--- config.mk ---
export PLATFORM = sky130hd
export DESIGN_NAME = cfg_frame_loader
export DESIGN_NICKNAME = d
export VERILOG_FILES = /design/src/rtl/cfg_frame_loader.sv
export SDC_FILE = /design/constraint.sdc
export NUM_CORES = 1
export LEC_CHECK = 0
export ABC_AREA = 1
export CELL_PAD_IN_SITES_DETAIL_PLACEMENT = 1
export CELL_PAD_IN_SITES_GLOBAL_PLACEMENT = 1
export CORE_MARGIN = 5
export CORE_UTILIZATION = 40
export CTS_CLUSTER_DIAMETER = 50
export CTS_CLUSTER_SIZE = 30
export DETAILED_ROUTE_END_ITERATION = 7
export GPL_TIMING_DRIVEN = 0
export PLACE_DENSITY_LB_ADDON = 0.1
export REMOVE_ABC_BUFFERS = 1
export SLEW_MARGIN = 10
export SYNTH_ARGS = -nofsm -noshare
export SYNTH_HDL_FRONTEND = slang
export SYNTH_SLANG_ARGS = --single-unit
--- constraint.sdc ---
create_clock -name clk -period 11.1 [get_ports clk]
set_input_delay 2.22 -clock clk [delete_from_list [all_inputs] [get_ports clk]]
set_output_delay 2.22 -clock clk [all_outputs]
set_load 0.005 [all_outputs]
--- src/rtl/cfg_frame_loader.sv ---
// cfg_frame_loader: assembles a byte-wide configuration stream into shadow
// registers and commits them to the live logic_block / switch-block config
// words only when the frame checksum matches.
//
// Handshake: a byte moves on a rising edge where data_valid && data_ready.
// data_valid low is a stall and changes nothing. data_ready is high in every
// state except the single RESP cycle, and it is held low during reset.
module cfg_frame_loader #(
  parameter int          LB_CFG_W  = 5,
  parameter int          BSB_CFG_W = 108,
  parameter logic [7:0]  SYNC_BYTE = 8'hA5
) (
  input  logic                 clk,
  input  logic                 rst,
  input  logic [7:0]           data_in,
  input  logic                 data_valid,
  output logic                 data_ready,
  output logic [LB_CFG_W-1:0]  cfg_lb,
  output logic [BSB_CFG_W-1:0] cfg_bsb,
  output logic                 busy,
  output logic                 done,
  output logic                 err
);

  localparam int LB_BYTES  = (LB_CFG_W + 7) / 8;
  localparam int BSB_BYTES = (BSB_CFG_W + 7) / 8;
  localparam int MAX_BYTES = (LB_BYTES > BSB_BYTES) ? LB_BYTES : BSB_BYTES;
  localparam int SHADOW_W  = (LB_CFG_W > BSB_CFG_W) ? LB_CFG_W : BSB_CFG_W;
  localparam int CNT_W     = $clog2(MAX_BYTES + 1);

  localparam logic [CNT_W-1:0] LB_LAST  = CNT_W'(LB_BYTES - 1);
  localparam logic [CNT_W-1:0] BSB_LAST = CNT_W'(BSB_BYTES - 1);

  typedef enum logic [2:0] {
    S_IDLE    = 3'd0,
    S_TARGET  = 3'd1,
    S_PAYLOAD = 3'd2,
    S_CHECK   = 3'd3,
    S_RESP    = 3'd4
  } state_t;

  state_t               state;
  state_t               state_next;
  logic                 tgt_bsb;   // 0 = logic_block, 1 = switch block
  logic [CNT_W-1:0]     cnt;
  logic [7:0]           chk;
  logic [SHADOW_W-1:0]  shadow;
  logic                 resp_ok;
  logic                 accept;
  logic                 last_byte;
  logic                 tgt_valid;

  assign accept    = data_valid && data_ready;
  assign last_byte = (cnt == (tgt_bsb ? BSB_LAST : LB_LAST));
  assign tgt_valid = (data_in == 8'h00) || (data_in == 8'h01);

  // State register.
  always_ff @(posedge clk or posedge rst) begin
    if (rst) state <= S_IDLE;
    else     state <= state_next;
  end

  // Next-state decode; SYNC_BYTE only matters in IDLE, elsewhere it is data.
  always_comb begin
    state_next = state;
    case (state)
      S_IDLE:    if (accept && data_in == SYNC_BYTE) state_next = S_TARGET;
      S_TARGET:  if (accept) state_next = tgt_valid ? S_PAYLOAD : S_RESP;
      S_PAYLOAD: if (accept && last_byte) state_next = S_CHECK;
      S_CHECK:   if (accept) state_next = S_RESP;
      S_RESP:    state_next = S_IDLE;
      default:   state_next = S_IDLE;
    endcase
  end

  // Outputs decoded from state; done/err are exactly the RESP cycle.
  always_comb begin
    data_ready = !rst && (state != S_RESP);
    busy       = (state != S_IDLE);
    done       = (state == S_RESP) && resp_ok;
    err        = (state == S_RESP) && !resp_ok;
  end

  // Frame datapath: shadow assembly, running checksum and gated commit.
  always_ff @(posedge clk or posedge rst) begin
    if (rst) begin
      tgt_bsb <= 1'b0;
      cnt     <= '0;
      chk     <= 8'h00;
      shadow  <= '0;
      resp_ok <= 1'b0;
      cfg_lb  <= '0;
      cfg_bsb <= '0;
    end else if (accept) begin
      case (state)
        S_TARGET: begin
          if (tgt_valid) begin
            tgt_bsb <= data_in[0];
            shadow  <= '0;
            cnt     <= '0;
            chk     <= data_in;
          end else begin
            resp_ok <= 1'b0;
          end
        end
        S_PAYLOAD: begin
          // LSB-first packing; bits past the shadow width are dropped.
          for (int i = 0; i < SHADOW_W; i++) begin
            if ((i / 8) == int'(cnt)) shadow[i] <= data_in[i % 8];
          end
          chk <= chk ^ data_in;
          cnt <= cnt + 1'b1;
        end
        S_CHECK: begin
          if (data_in == chk) begin
            resp_ok <= 1'b1;
            if (tgt_bsb) cfg_bsb <= shadow[BSB_CFG_W-1:0];
            else         cfg_lb  <= shadow[LB_CFG_W-1:0];
          end else begin
            resp_ok <= 1'b0;
          end
        end
        default: ;
      endcase
    end
  end

endmodule

# --- Word-level counts from Yosys, hierarchy flattened ---
# Cells that the tools add are included.
op_classes:
  addsub: 1
  multipliers: 0
  div_mod_pow: 0
  magnitude_cmp: 0
  eq_ne: 42
  shifts: 0
  n_mux: 124
  bitwise: 2
  n_reduce_logical: 35
ops:
  columns: ["operator", "count"]
  rows:
  - ["$pmux W108 S2", 1]
  - ["$mux W1", 110]
  - ["$mux W108", 1]
  - ["$reduce_and A4 Y1", 17]
  - ["$ne A2 B2 Y1 const B", 20]
  - ["$eq A4 B4 Y1 const A", 8]
  - ["$eq A3 B4 Y1 const A", 4]
  - ["$pmux W8 S2", 1]
  - ["$mux W3", 5]
  - ["$pmux W3 S4", 1]
  - ["$reduce_and A3 Y1", 3]
  - ["$eq A8 B1 Y1 const B", 1]
  - ["$eq A8 B8 Y1", 1]
  - ["$eq A8 B8 Y1 const B", 1]
  - ["$logic_not A8 Y1", 1]
  - ["$mux W4", 2]
  - ["$mux W8", 1]
  - ["$pmux W4 S2", 1]
  - ["$xor A8 B8 Y8", 1]
  - ["$eq A3 B2 Y1 const B", 2]
  - ["$logic_and A1 B1 Y1", 6]
  - ["$add A4 B1 Y4 const B", 1]
  - ["$eq A2 B4 Y1 const A", 1]
  - ["$eq A4 B4 Y1", 1]
  - ["11 further kinds", 13]
word_totals:
  reg_bits: 238
  latchBits: 0
  ram_bits: 0
  romBits: 0
  output_inout_bits: 117
  wordCells: 225
  memories: 0

# --- Depth between registers and ports, before layout ---
logic_depth:
  depth_word: 6
  ltp_mapped: 11
  mapped_depth_nobuf: 10

# --- Worst setup path before layout ---
# OpenSTA, ideal clock, no wires.
synth_path:
  path_type: "input -> output"
  start: "input rst"
  end: "output data_ready"
  arrival_time_ps: 8042
  slack_ps: 838
  cell_stages: 3
  cell_sequence: "inv_1 -> nand2_1 -> inv_1"
synth_between:
  elab_chain_len: 2
synth_lines:
  columns: ["element", "line_no", "source"]
  rows:
  - ["start, declared", "14", "input logic rst,"]
  - ["$logic_not A1 Y1 (no source line)", null, null]
  - ["$logic_and A1 B1 Y1", "78", "data_ready = !rst && (state != S_RESP);"]
  - ["end, declared", "17", "output logic data_ready,"]
# Every way passes these cells.

# --- Worst setup path in the final report ---
# Same ends and word-level chain as after synthesis.

==> flow_metrics.tcl <==
set metrics [dict create \
    outcome "complete, no violations" \
    slew_headroom_pct 28.57 \
    clkSinkCount 238 \
    core_mm2 0.02446 \
    antenna_found_initial 0 \
    clkSlewWorstSetupHoldPaths_ns 0.06 \
    hp-start "cfg_bsb[57]$_DFFE_PP0P_" \
    cts_setup_buffers 0 \
    worst-r2r-cell-count 11 \
    die_area_mm2 0.02819 \
    areaGrowthSynthToFinish_pct 26.70 \
    r2r_start "state[1]$_DFFE_PP0P_" \
    cts_tree "built" \
    grt_pass1_vias 8351 \
    syn_area_mm2 0.009972 \
    period_needed_ns 6.513 \
    synthDistinctLibCells 28 \
    setup-violations-final 0 \
    mostFrequentLayoutCell "nand2_1" \
    drv_slew 0 \
    ys_ff_latch 238 \
    drcViolationCount 0 \
    maxCapViolations 0 \
    r2r_setup_slack_ns 7.88 \
    portBuffers 127 \
    firstDrtPassIters 5 \
    gr-total-overflow 0 \
    ys_warn_count 0 \
    start_util_pct 40.77 \
    fp.dieH_um 167.9 \
    grt_max_degree 112 \
    whs_path_depth 2 \
    synth_cells 1091 \
    h-tree-depth 1 \
    p_leak_nw 6.001 \
    worstPathMaxFanout 111 \
    syn_area_per_cell_um2 9.140 \
    post_drt_wl_per_cell_um 17.92 \
    hpwl_um 17060 \
    clock-root-buffer "clkbuf_16" \
    final_cell_mix "nand2_1, dfrtp_1, clkdlybuf4s50_1" \
    end_kind "output port" \
    path_class "in2out" \
    via_count 8014 \
    num_rows 57 \
    worst_ep_required_time_ns 8.88 \
    fin_ws_ns 4.587 \
    startpoint_type "primary input" \
    globalRouteTotalUtil_pct 19.56 \
    postCtsResizedCells 0 \
    worstSetupStartpoint "rst" \
    max-vdd-ir-drop_uv 124.0 \
    powerDensity_mw_per_mm2 200.1 \
    drive_gt1_share_pct 7.202 \
    clock_path_buffers 3 \
    numCtsBuffers 28 \
    wirelength_um 27450 \
    r2r-end "cfg_bsb[44]$_DFFE_PP0P_" \
    tightest_slew_ns 1.071 \
    whs_endpoint "cfg_bsb[57]$_DFFE_PP0P_" \
    insertion_delay_ns 0.53 \
    die_w_um 167.9 \
    max_freq_mhz 153.5 \
    min_period_over_period_pct 58.68 \
    finClkSkew_ns 0.01219 \
    hold_violations 0 \
    viasPerCell 5.231 \
    nets 1202 \
    grt_setup_unrepaired "no" \
    n_antenna_cell 0 \
    place.gp.congestion 0.7725 \
    ctsHoldBuffers 0 \
    min_path_type "reg2reg" \
    pre_cts_ws_ns 4.536 \
    ys_seq_area_share_pct 59.72 \
    holdWs_ns 0.4678 \
    grt_pass1_wl_um 45640 \
    boundaryPins 128 \
    antenna_left 0 \
    arrival_ns 4.29 \
    drt_iter0_markers 405 \
]
synthesized netlist by cell type:
cell / instances / area, um2
buf_6: 2 / 22.52
mux2i_1: 1 / 10.01
inv_1: 28 / 105.1
buf_4: 10 / 75.07
nand4_1: 120 / 750.7
o21ai_0: 59 / 295.3
xor2_1: 2 / 17.52
nor2_2: 2 / 12.51
or2_2: 3 / 18.77
nor2_4: 2 / 22.52
dfrtp_1: 238 / 5956
nor3_1: 1 / 5.000
nand4_4: 7 / 148.9
buf_2: 22 / 110.1
nand2_1: 420 / 1577
o21ai_1: 78 / 390.4
xnor2_1: 1 / 8.760
nand3_2: 1 / 10.01
nand2_2: 1 / 6.260
o21ai_2: 1 / 8.760
inv_2: 4 / 15.01
clkbuf_1: 37 / 138.9
nand3_1: 18 / 90.09
ha_1: 4 / 50.05
buf_1: 5 / 18.77
nand4_2: 2 / 25.02
nor2_1: 21 / 78.83
a21oi_1: 1 / 5.000
metal layers:
layer / wire length [um] / global-route usage (%) / up-vias
met3: 1014 / 2.462 / 32
met2: 13050 / 32.51 / 136
met4: 452 / 4.234 / 0
met5: 0 / 0 / -
met1: 12940 / 27.72 / 3989
li1: - / - / 3857
power breakdown:
part	internal, mW	total, mW	switching (mW)
Sequential	1.04	1.15	0.107
Clock	0.574	0.950	0.376
Combinational	0.141	0.432	0.291
Total	1.75	2.53	0.774
kinds of logic (layout without fill, tap and decap cells):
group	Yosys count	after routing	share of synthesized area, %
compound gates	139	139	7.014
xor+xnor	3	3	0.2635
fa+ha+maj	4	4	0.5019
buf+inv	108	225	4.868
flops	238	238	59.72
mux	1	1	0.1004
simple gates	598	598	27.53
how the worst max path moves through the flow:
stage                                          to  slack [ns]
final                                  data_ready        4.59
after global routing                   data_ready        4.40
after CTS                              data_ready        4.53
after detailed placement               data_ready        4.54
after global placement    cfg_bsb[49]$_DFFE_PP0P_       -6.35
after floorplan            cfg_bsb[0]$_DFFE_PP0P_       -0.54
stage by stage:
step / area (um2) / setup TNS, ns / util, % / cells / power (mW)
after floorplan: 9607 / -57.89 / - / 1015 / 1.435
after global placement: 11280 / -1155.73 / 46.13 / 1466 / 1.548
after detailed placement: 11660 / 0 / 47.67 / 1481 / 1.589
after CTS: 12630 / 0 / 51.65 / 1532 / 2.560
after global routing: 12630 / 0 / 51.65 / 1532 / 2.681
final: 12630 / 0 / 51.65 / 1532 / 2.528
layout make-up:
class	count	area, um2
Fill cell	2741	11830
Sequential cell	238	5956
Multi-Input combinational cell	745	3548
Timing Repair Buffer	142	1624
Clock buffer	35	778.2
Tap cell	324	405.4
Clock inverter	16	195.2
Inverter	32	127.6
critical path, stage by stage:
cell	delay [ns]
clkdlybuf4s50_1	0.49
inv_8	0.23
buf_16	0.41
nand2_1	0.21
inv_1	0.09
clkdlybuf4s50_1	0.51
registers in the layout, indices dropped and copies added, names as in the netlist:
signal   count
cfg_bsb    108
shadow     108
chk          8
cfg_lb       5
cnt          4
state        3
resp_ok      1
tgt_bsb      1
(Power assumes the default switching activity.)
